## src/rtl/memory_loader.sv

```systemverilog
// Host-driven loader that turns a command/payload word stream into RAM write cycles on
// the IM/DM load ports. Define LOADER_CHECKSUM_EN to require a trailing checksum word per region.
module memory_loader #(
  parameter int ADDRESS_WIDTH = 11,
  parameter int DATA_WIDTH    = 32
) (
  input  logic                     clk,
  input  logic                     rst,
  input  logic                     host_valid,
  input  logic [DATA_WIDTH-1:0]    host_data,
  output logic                     host_ready,
  output logic                     loading,
  output logic                     im_cen_load,
  output logic                     im_wen_load,
  output logic                     im_oen_load,
  output logic [ADDRESS_WIDTH-1:0] im_addr_load,
  output logic [DATA_WIDTH-1:0]    im_datain_load,
  output logic                     dm_cen_load,
  output logic                     dm_wen_load,
  output logic                     dm_oen_load,
  output logic [ADDRESS_WIDTH-1:0] dm_addr_load,
  output logic [DATA_WIDTH-1:0]    dm_datain_load,
  output logic                     load_done,
  output logic                     err
);

  localparam logic [1:0] OP_WRITE_IM = 2'b00;
  localparam logic [1:0] OP_WRITE_DM = 2'b01;
  localparam logic [1:0] OP_DONE     = 2'b10;

`ifdef LOADER_CHECKSUM_EN
  typedef enum logic [1:0] {CMD, DATA, CHK, FIN} state_t;
  logic [DATA_WIDTH-1:0] acc;
`else
  typedef enum logic [1:0] {CMD, DATA, FIN} state_t;
`endif

  state_t                   state;
  logic                     tgt_dm;
  logic [ADDRESS_WIDTH-1:0] cur_addr;
  logic [ADDRESS_WIDTH-1:0] count;
  logic                     accept;
  logic [1:0]               opcode;

  assign accept = host_valid && host_ready;
  assign opcode = host_data[31:30];

  always_ff @(posedge clk or posedge rst) begin
    if (rst) begin
      state          <= CMD;
      host_ready     <= 1'b0;
      loading        <= 1'b1;
      load_done      <= 1'b0;
      err            <= 1'b0;
      tgt_dm         <= 1'b0;
      cur_addr       <= '0;
      count          <= '0;
      im_cen_load    <= 1'b1;
      im_wen_load    <= 1'b1;
      im_oen_load    <= 1'b1;
      im_addr_load   <= '0;
      im_datain_load <= '0;
      dm_cen_load    <= 1'b1;
      dm_wen_load    <= 1'b1;
      dm_oen_load    <= 1'b1;
      dm_addr_load   <= '0;
      dm_datain_load <= '0;
`ifdef LOADER_CHECKSUM_EN
      acc            <= '0;
`endif
    end else begin
      // Strobes are single-cycle pulses; they fall back to idle unless a word lands this edge.
      im_cen_load <= 1'b1;
      im_wen_load <= 1'b1;
      im_oen_load <= 1'b1;
      dm_cen_load <= 1'b1;
      dm_wen_load <= 1'b1;
      dm_oen_load <= 1'b1;

      case (state)
        CMD: begin
          host_ready <= 1'b1;
          if (accept) begin
            case (opcode)
              OP_WRITE_IM, OP_WRITE_DM: begin
                tgt_dm   <= (opcode == OP_WRITE_DM);
                cur_addr <= host_data[ADDRESS_WIDTH-1:0];
                count    <= host_data[16 +: ADDRESS_WIDTH];
                state    <= DATA;
`ifdef LOADER_CHECKSUM_EN
                acc      <= '0;
`endif
              end
              OP_DONE: begin
                state      <= FIN;
                host_ready <= 1'b0;
                loading    <= 1'b0;
                load_done  <= 1'b1;
              end
              default: err <= 1'b1;
            endcase
          end
        end

        DATA: begin
          host_ready <= 1'b1;
          if (accept) begin
            if (tgt_dm) begin
              dm_cen_load    <= 1'b0;
              dm_wen_load    <= 1'b0;
              dm_addr_load   <= cur_addr;
              dm_datain_load <= host_data;
            end else begin
              im_cen_load    <= 1'b0;
              im_wen_load    <= 1'b0;
              im_addr_load   <= cur_addr;
              im_datain_load <= host_data;
            end
            cur_addr <= cur_addr + ADDRESS_WIDTH'(1);
            count    <= count - ADDRESS_WIDTH'(1);
`ifdef LOADER_CHECKSUM_EN
            acc      <= acc + host_data;
            if (count == '0) state <= CHK;
`else
            if (count == '0) state <= CMD;
`endif
          end
        end

`ifdef LOADER_CHECKSUM_EN
        CHK: begin
          host_ready <= 1'b1;
          if (accept) begin
            if (host_data != acc) err <= 1'b1;
            state <= CMD;
          end
        end
`endif

        FIN: begin
          host_ready <= 1'b0;
        end

        default: state <= CMD;
      endcase
    end
  end

endmodule
```

## config.mk

```make
export PLATFORM = sky130hd
export DESIGN_NAME = memory_loader
export DESIGN_NICKNAME = d
export VERILOG_FILES = /design/src/rtl/memory_loader.sv
export SDC_FILE = /design/constraint.sdc
export NUM_CORES = 1
export LEC_CHECK = 0
export BUFFER_PORTS_ARGS = -buffer_cell sky130_fd_sc_hd__buf_4
export CORE_ASPECT_RATIO = 1.1
export CORE_MARGIN = 1
export CORE_UTILIZATION = 57
export DETAILED_ROUTE_END_ITERATION = 8
export PLACE_DENSITY = 0.88
export SYNTH_ARGS = -nofsm -noshare
export SYNTH_HDL_FRONTEND = slang
export SYNTH_SLANG_ARGS = --single-unit
```

## constraint.sdc

```tcl
create_clock -name clk -period 8.42 [get_ports clk]
set_clock_uncertainty 0.05 [all_clocks]
set_input_delay 0.842 -clock clk [delete_from_list [all_inputs] [get_ports clk]]
set_output_delay 0.842 -clock clk [all_outputs]
set_load 0.01 [all_outputs]
```

# Word-level counts from Yosys, hierarchy flattened
# Cells that the tools add are included.
# totals
regBits	117
in_bits	35
out_inout_bits	96
word_cells	65
# op_classes
n_addsub	2
n_eq_ne	9
muxes	22
n_bitwise	3
reduce_logical	15
# op_table
operator	n
$mux 11	6
$pmux 11 s2	2
$reduce_and 3->1	5
$add 11x1->11 const B	1
$logic_not 11->1	1
$sub 11x1->11 const B	1
$mux 1	8
$ne 2x2->1 const B	4
$mux 2	3
$pmux 2 s3	1
$reduce_and 5->1	1
$eq 2x1->1 const B	2
$eq 2x2->1 const B	2
$logic_not 2->1	2
$pmux 2 s2	1
$reduce_and 4->1	1
$ne 3x2->1 const B	1
$not 1->1	3
$pmux 1 s3	1
$reduce_bool 3->1	1
$reduce_or 3->1	1
$reduce_bool 2->1	1
$reduce_or 2->1	1
$logic_and 1x1->1	1

# Longest topological paths before layout
# Gate-level depths: netlist (run 1).
# logic_depth
ltp_word	5
mapped_depth	10
depth_no_buf	6

# Worst setup path after synthesis (run 1)
# Ideal clock, no wire load.
# synth_path
kind	input to register
from	in host_valid
to	reg im_addr_load[0]
setup_ps	125
arrival_ps	1847
t_required_ps	8245
path_slack_ps	6398
stages	5
n_path_buf	2
cell_sequence	nand2_1 > or3_1 > buf_6 > buf_6 > mux2_4
# synth_between
elab_chain_len	2
# synth_rtl
item	line_no	source
from (decl)	9	input logic host_valid,
$logic_and 1x1->1	45	assign accept = host_valid && host_ready;
$reduce_and 3->1 (no line)	-	
to (signal assigned)	116	im_addr_load <= cur_addr;
to (decl)	16	output logic [ADDRESS_WIDTH-1:0] im_addr_load,
# No other way between the ends.
# A chain may end at the register's enable or synchronous reset.

# Worst setup path after layout (run 1)
# layout_path
from	reg state[1]
to	reg im_datain_load[29]
# layout_between
elab_chain_len	2
# layout_rtl
item	line_no	source
from (decl)	38	state_t state;
from (signal assigned)	50	state <= CMD;
from (signal assigned)	89	state <= DATA;
from (signal assigned)	95	state <= FIN;
$eq 2x1->1	80	case (state)
$reduce_and 3->1 (no line)	-	
to (signal assigned)	117	im_datain_load <= host_data;
to (decl)	17	output logic [DATA_WIDTH-1:0] im_datain_load,
# No other way between the ends.

==> results of run 1 <==
[worst max-delay path, delay by kind of cell (launching register included)]
kind,cells,cell delay [ns]
DFF,1,0.40
muxes,1,0.38
adders and majority gates,1,0.14
buffers and inverters,4,1.05
and+or+nand+nor,1,0.70
[power by group through the flow]
stage / Clock (uW) / Combinational, uW / Sequential (uW)
5_1_grt: 730 / 1320 / 1090
4_1_cts: 703 / 1230 / 1060
2_1_floorplan: 0 / 663 / 1110
6_report: 694 / 1230 / 1060
3_5_place_dp: 0 / 1210 / 1060
3_3_place_gp: 0 / 1160 / 1040
[routing by layer]
metal | GRT usage, % | vias to the layer above
met5 | 0 | -
met4 | 9.59 | 0
met3 | 7.51 | 25
met2 | 46.8 | 191
met1 | 31.9 | 1870
li1 | - | 1667
[state kept, by name, summed over array words and instances, names as in the netlist]
name and cells:
tgt_dm 1, state 2, cur_addr 11, dm_wen_load 1, load_done 1, host_ready 1
dm_addr_load 11, im_datain_load 32, count 11, dm_datain_load 32, err 1, im_wen_load 1
im_addr_load 11, loading 1
[through the flow]
step                      total power [uW]  cell area [sq um]  setup slack (ns)  utilization, %
after floorplan                       1770               5220              4.43               -
after global placement                2200               6180              5.68            69.7
after detailed placement              2270               6180              5.60            69.7
after CTS                             2990               6760              5.57            76.2
after global routing                  3140               6760              5.42            76.2
final                                 2980               6760              5.55            76.2
[cell usage in the layout, fill, tap and decap left out, types with 3 or more instances in the layout]
master and count:
o22ai_1 10, nor3_1 7, nand2b_1 4, clkbuf_16 16, ha_1 6, nor2_1 4, mux2_4 37, inv_1 6
buf_4 132, nand4_1 7, dfstp_2 3, a21oi_1 20, or2_2 4, mux2_2 49, o21ai_0 13, clkinv_2 4
nand2_1 19, and3_1 3, mux2i_1 8, nand3_1 10, dfrtp_1 114, clkbuf_8 5, clkinvlp_4 3, o21ai_1 3
a2bb2oi_1 7
[cell type report]
class                   count  area [sq um]
flip-flops and latches    117          2930
repair buffers            132           991
inverters                   8          32.5
well taps                 114           143
clock inverters             9           103
clock buffers              23           477
fillers                   523          2110
multi-input cells         240          2080
[cell families (layout without fill, tap and decap cells)]
group | count (synthesis) | count (layout) | synth area share [%]
flops | 117 | 117 | 56.2
mux | 94 | 94 | 22.8
simple gates | 74 | 74 | 8.07
compound gates | 64 | 64 | 7.51
buf+inv | 34 | 172 | 3.89
fa+ha+maj | 6 | 6 | 1.44
other cells | 1 | 2 | 0.0719
[how the worst max path moves through the flow]
stage	slack (ns)	start	cells after the start	endpoint
final	5.55	state[1]	7	im_datain_load[29]
after global routing	5.42	state[1]	7	im_addr_load[4]
after CTS	5.57	state[1]	7	im_datain_load[6]
after detailed placement	5.60	state[1]	7	im_addr_load[0]
after global placement	5.68	state[1]	7	im_datain_load[1]
after floorplan	4.43	rst	1	count[0]
==> key figures, run 1 <==
Flow run
  • Max-Cap Viols: 0

Routing
  • Met3 WL post-DR: 785 microns
  • Vias/cell: 5.84
  • DRT Wirelength: 12.2 mm
  • Initial DRC count: 222
  • DR top layer: met4
  • Via count: 3753
  • ANT nets after route: 0
  • Drt wl/cell: 18.9 microns
  • Pre-antenna DRT Iters: 6
  • Detail Route met2 WL: 6.43 mm
  • Metal-1 WL: 4.75 mm
  • Residual DRC count: 0

Clock tree
  • CTS Hold Bufs: 0
  • Post-CTS resize count: 0
  • Post-CTS Setup Repair Bufs: 0
  • Worst-skew pair later-pin latency: 0.51 ns
  • CTS root buffer: clkbuf_8
  • Maximum clock insertion buffer count: 2
  • CTS tree: yes
  • CTS buffer count: 17
  • # H-tree levels: 4
  • # clock sinks: 117
  • Clk slew on worst S/H paths: 0.05 ns

Floorplanning
  • Die height: 102 microns
  • Die Span X: 93.2 microns
  • I/O Pins: 131
  • Core Region: 8870 sq um
  • Num rows: 36
  • Initial Util: 58.7%
  • Die area: 9530 sq um

Worst setup path
  • Critical path, cell by cell: inv_1 -> ha_1 -> buf_4 -> inv_2 -> or3_2 -> buf_4 -> mux2_4
  • Worst path slowest cell: or3_2
  • Worst path required time: 8.76 ns
  • Startpoint types: flop
  • CP Data Arrival Time: 3.21 ns
  • Crit-path most repeated cell: buf_4
  • Setup Crit Path Kind: reg2reg
  • FF-to-FF setup slack: 5.55 ns
  • R2r startpoint: state[1]
  • Critical path capture point type: flop
  • Crit Path Max Fanout: 37
  • RR Endpoint: im_datain_load[29]
  • Worst r2r path cells: 7
  • Max incr delay on CP: 0.70 ns

Worst hold path
  • HP Start: load_done
  • Hold Path End: load_done
  • HP Class: reg2reg
  • Hold Crit Depth: 1

Place
  • DPL Wire Length: 7.82 mm
  • GPL Wtd Cong: 0.875
  • Port Buf Inserts: 128
  • Placed Instances: 611

Power
  • Seq pwr share: 35.6%
  • PwrDens: 442 nW/um^2
  • Power Internal: 1970 uW
  • Switching Share: 34.1%
  • Lkg Pwr: 0.00325 uW
  • Clock Power Share: 23.2%
  • Worst vdd ir: 0.211 mV
  • Comb pwr share: 41.2%
  • Switch Pwr: 1020 uW

Global routing
  • Overall Global Routing Usage: 26.8%
  • Vias in the first global route: 3771
  • Antenna violations before repair: 0
  • First-pass GRT wire length: 19.2 mm
  • Grt total ovfl: 0
  • Largest net degree at the start of global routing: 71

Yosys
  • Warnings from Yosys: 0
  • Async SR Flop Fraction: 100%
  • Most common cell in the netlist: dfrtp_1
  • Sequential area share after synthesis: 56.2%
  • EDFF count, synth: 0
  • Synthesized flop and latch total: 117
  • Leading area contributor after synthesis: dfrtp_1
  • Mean Syn Cell Area: 13.4 sq um
  • Netlist cell types: 47
  • Synth area leaders: dfrtp_1, mux2_4, mux2_2
  • Synth Flop Type: dfrtp_1
  • Mapped Area: 5210 sq um
  • Top-area cell type share of the netlist area: 54.7%
  • Post-Syn Instances: 390
  • Top cells by count, synth: dfrtp_1, mux2_2, mux2_4, a21oi_1, nand2_1

STA
  • Final worst-path cycle share: 34.1%
  • Tmin final: 2.87 ns
  • RSZ-0062 raised after global routing: no
  • Worst slew margin: 38.3%
  • Setup TNS: 0 ns
  • Setup-failing EPs final: 0
  • Worst-margin pin slew: 0.926 ns
  • Final hold vios: 0
  • Final Max Tran Viols: 0
  • F_max: 0.349 GHz
  • Hold WS: 0.424 ns

Final layout
  • Final nets: 557
  • Share of cells above drive strength 1: 49.5%
  • Ant diodes: 0
  • Final non-filler cell total: 643
  • P&R area growth vs syn: 29.7%

Run status
  • Status: finished clean
No activity file was read; power rests on OpenSTA's default activity.
==> run 2: changes to the inputs <==
ABC_AREA = 1   (was default)
CORE_UTILIZATION = 48   (was 57)
PLACE_DENSITY = 0.79   (was 0.88)
clock period = 2.6 ns   (was 8.42 ns; I/O delays follow)
==> key figures, run 2 <==
STA
  • Final worst-path cycle share: 76.9% (was 34.1%)
  • Setup TNS: 0 ns (unchanged)
  • Setup-failing EPs final: 0 (unchanged)
  • F_max: 0.500 GHz (was 0.349 GHz)
  • Final hold vios: 0 (unchanged)
  • Final Max Tran Viols: 0 (unchanged)
  • Worst slew margin: 45.8% (was 38.3%)
  • Tmin final: 2.00 ns (was 2.87 ns)
  • Worst-margin pin slew: 0.813 ns (was 0.926 ns)
  • RSZ-0062 raised after global routing: no (unchanged)

Worst setup path
  • Delay-heaviest family, CP: buffers and inverters (unchanged)
  • Worst path slowest cell: dfrtp_1 (was or3_2)
  • Buf/Inv on CP: 3 (was 4)
  • R2r startpoint: state[0] (was state[1])
  • Crit Path Max Fanout: 32 (was 37)
  • Setup Crit Path Kind: reg2reg (unchanged)
  • CP Data Arrival Time: 2.35 ns (was 3.21 ns)
  • Crit-path most repeated cell: nand2_1 (was buf_4)
  • Worst setup path startpoint: state[0] (was state[1])
  • Critical path capture point type: flop (unchanged)
  • Startpoint types: flop (unchanged)
  • Worst path required time: 2.95 ns (was 8.76 ns)
  • Critical path, cell by cell: inv_1 -> ha_1 -> nor2_1 -> nor2_1 -> nand2_1 -> buf_4 -> inv_2 -> o21ai_0 -> nand2_1 -> nand2_1 (was inv_1 -> ha_1 -> buf_4 -> inv_2 -> or3_2 -> buf_4 -> mux2_4)
  • Max incr delay on CP: 0.41 ns (was 0.70 ns)

Clock tree
  • CTS tree: yes (unchanged)
  • # H-tree levels: 4 (unchanged)
  • CTS root buffer: clkbuf_8 (unchanged)
  • Maximum clock insertion buffer count: 2 (unchanged)
  • Worst-skew pair later-pin latency: 0.51 ns (about the same)
  • CTS buffer count: 17 (unchanged)
  • Clk slew on worst S/H paths: 0.06 ns (was 0.05 ns)
  • # clock sinks: 117 (unchanged)

Floorplanning
  • Die area: 10900 sq um (was 9530 sq um)
  • Core Region: 10000 sq um (was 8870 sq um)
  • Die height: 110 microns (was 102 microns)
  • I/O Pins: 131 (unchanged)
  • Initial Util: 50.3% (was 58.7%)
  • Die Span X: 99.8 microns (was 93.2 microns)
  • Num rows: 38 (was 36)

Routing
  • Vias/cell: 4.94 (was 5.84)
  • Initial DRC count: 257 (was 222)
  • Drt wl/cell: 13.6 microns (was 18.9 microns)
  • Via count: 4404 (was 3753)
  • DRT Wirelength: 12.1 mm (was 12.2 mm)
  • ANT nets after route: 0 (unchanged)
  • Residual DRC count: 0 (unchanged)
  • Pre-antenna DRT Iters: 5 (was 6)

Yosys
  • Mapped Area: 5050 sq um (was 5210 sq um)
  • Netlist cell types: 28 (was 47)
  • Mean Syn Cell Area: 8.59 sq um (was 13.4 sq um)
  • Post-Syn Instances: 588 (was 390)
  • Leading area contributor after synthesis: dfrtp_1 (unchanged)
  • Top cells by count, synth: nand2_1, dfrtp_1, o21ai_0, inv_1, o21ai_1 (was dfrtp_1, mux2_2, mux2_4, a21oi_1, nand2_1)
  • Synth area leaders: dfrtp_1, nand2_1, o21ai_0 (was dfrtp_1, mux2_4, mux2_2)
  • Async SR Flop Fraction: 100% (unchanged)
  • Sequential area share after synthesis: 58.0% (was 56.2%)
  • Warnings from Yosys: 0 (unchanged)
  • Synth Flop Type: dfrtp_1 (unchanged)
  • Top-area cell type share of the netlist area: 56.5% (was 54.7%)
  • EDFF count, synth: 0 (unchanged)
  • Synthesized flop and latch total: 117 (unchanged)
  • Most common cell in the netlist: nand2_1 (was dfrtp_1)

Flow run
  • Max-Cap Viols: 0 (unchanged)

Global routing
  • Grt total ovfl: 0 (unchanged)
  • Vias in the first global route: 4210 (was 3771)
  • Antenna violations before repair: 0 (unchanged)
  • Largest net degree at the start of global routing: 118 (was 71)
  • First-pass GRT wire length: 19.9 mm (was 19.2 mm)
  • Overall Global Routing Usage: 23.5% (was 26.8%)

Final layout
  • Post-route cell area: 6950 sq um (was 6760 sq um)
  • Storage cell area: 2930 sq um (unchanged)
  • Share of cells above drive strength 1: 23.1% (was 49.5%)
  • # fillers: 776 (was 523)
  • Most common cell after layout, fill and taps aside: nand2_1 (was buf_4)
  • Biggest regs: dm_datain_load (32), im_datain_load (32) (unchanged)
  • Multi-input logic area: 1710 sq um (was 2080 sq um)
  • Ant diodes: 0 (unchanged)
  • Final nets: 780 (was 557)
  • P&R area growth vs syn: 37.5% (was 29.7%)
  • Highest-count cells in the layout ignoring fill and taps: nand2_1, buf_4, dfrtp_1, o21ai_0, inv_1 (was buf_4, dfrtp_1, mux2_2, mux2_4, a21oi_1)

Run status
  • Status: finished clean (unchanged)

Power
  • Lkg Pwr: 0.00361 uW (was 0.00325 uW)
  • PwrDens: 1240 nW/um^2 (was 442 nW/um^2)
  • Worst vdd ir: 0.538 mV (was 0.211 mV)

Place
  • GPL Wtd Cong: 0.859 (was 0.875)
  • Port Buf Inserts: 128 (unchanged)
  • DPL Wire Length: 7.94 mm (was 7.82 mm)
  • Placed inst area: 6100 sq um (was 6180 sq um)

Worst hold path
  • HP Class: in2reg (was reg2reg)
  • HP Start: host_data[22] (was load_done)
-- run 2: cell types whose count changed after synthesis, moves of 25 or more --
cell / previous run / this run
inv_1: 7 / 65
mux2_2: 49 / 0
mux2_4: 37 / 0
nand2_1: 19 / 170
nor2_1: 4 / 29
o21ai_0: 13 / 68
o21ai_1: 3 / 41
-- run 2: stage by stage --
| step | total power (uW) | cells | utilization, % | worst slack [ns] | hold slack, ns |
|---|---|---|---|---|---|
| floorplan | 4890 | 589 | - | 0.865 | 0.355 |
| global placement | 6200 | 834 | 60.8 | 0.703 | 0.415 |
| detailed placement | 6340 | 834 | 60.8 | 0.606 | 0.406 |
| CTS | 8700 | 892 | 69.2 | 0.596 | 0.00293 |
| global route | 9240 | 892 | 69.2 | 0.370 | 0.0104 |
| finish | 8630 | 892 | 69.2 | 0.600 | 0.0215 |
-- run 2: final cells by class --
cell class              count  area share, %
inverters                  67           3.68
clock inverters            10           1.87
clock buffers              22           6.52
flip-flops and latches    117           42.2
repair buffers            162           18.6
well taps                 140           2.52
multi-input cells         374           24.6
-- run 2: path summary, 6_finish.rpt --
| path | end | cells after the start | slack [ns] |
|---|---|---|---|
| worst max-delay path | count[8] | 10 | 0.60 |
| worst min-delay path | im_datain_load[22] | 3 | 0.02 |
| worst max register to register | count[8] | 10 | 0.60 |
| worst min register to register | load_done | 1 | 0.43 |
| max in group asynchronous | dm_addr_load[3] | 4 | 1.60 |
| min in group asynchronous | im_datain_load[11] | 4 | 0.46 |
-- run 2: routing by layer --
metal | GRT usage, % | share of wire (%) | wire, microns | vias to the layer above
li1 | - | - | - | 2179
met5 | 0 | 0 | 0 | -
met2 | 38.3 | 49 | 5960 | 148
met4 | 9.35 | 1.5 | 177 | 0
met3 | 4.70 | 4.9 | 598 | 18
met1 | 30.9 | 44 | 5360 | 2059
-- run 2: where the power goes --
group,internal [uW],total [uW],switching [uW],leakage [uW]
clock,1500,2280,782,0.000285
sequential,2630,3150,519,0.00144
combinational,1440,3200,1760,0.00188
-- run 2: kinds of logic (layout without fill, tap and decap cells) --
group           after synthesis  after routing  share of synthesized area [%]
flops                       117            117                           58.0
simple gates                229            229                           18.1
buf+inv                      98            261                           8.25
other cells                   1              2                         0.0742
fa+ha+maj                     6              6                           1.49
compound gates              137            137                           14.1
-- run 2: tightest hold or removal path, stage by stage --
cell and delay (ns):
buf_4 0.08, inv_1 0.05, o21ai_1 0.14
-- run 2: timing repair --
action | 4_1_cts | 5_1_grt
hold buffers | 26 | 0
endpoints found under the hold margin | 161 | 0
gates resized for setup | 0 | 0
buffers inserted | 0 | 0
endpoints found under the setup margin | 0 | 0
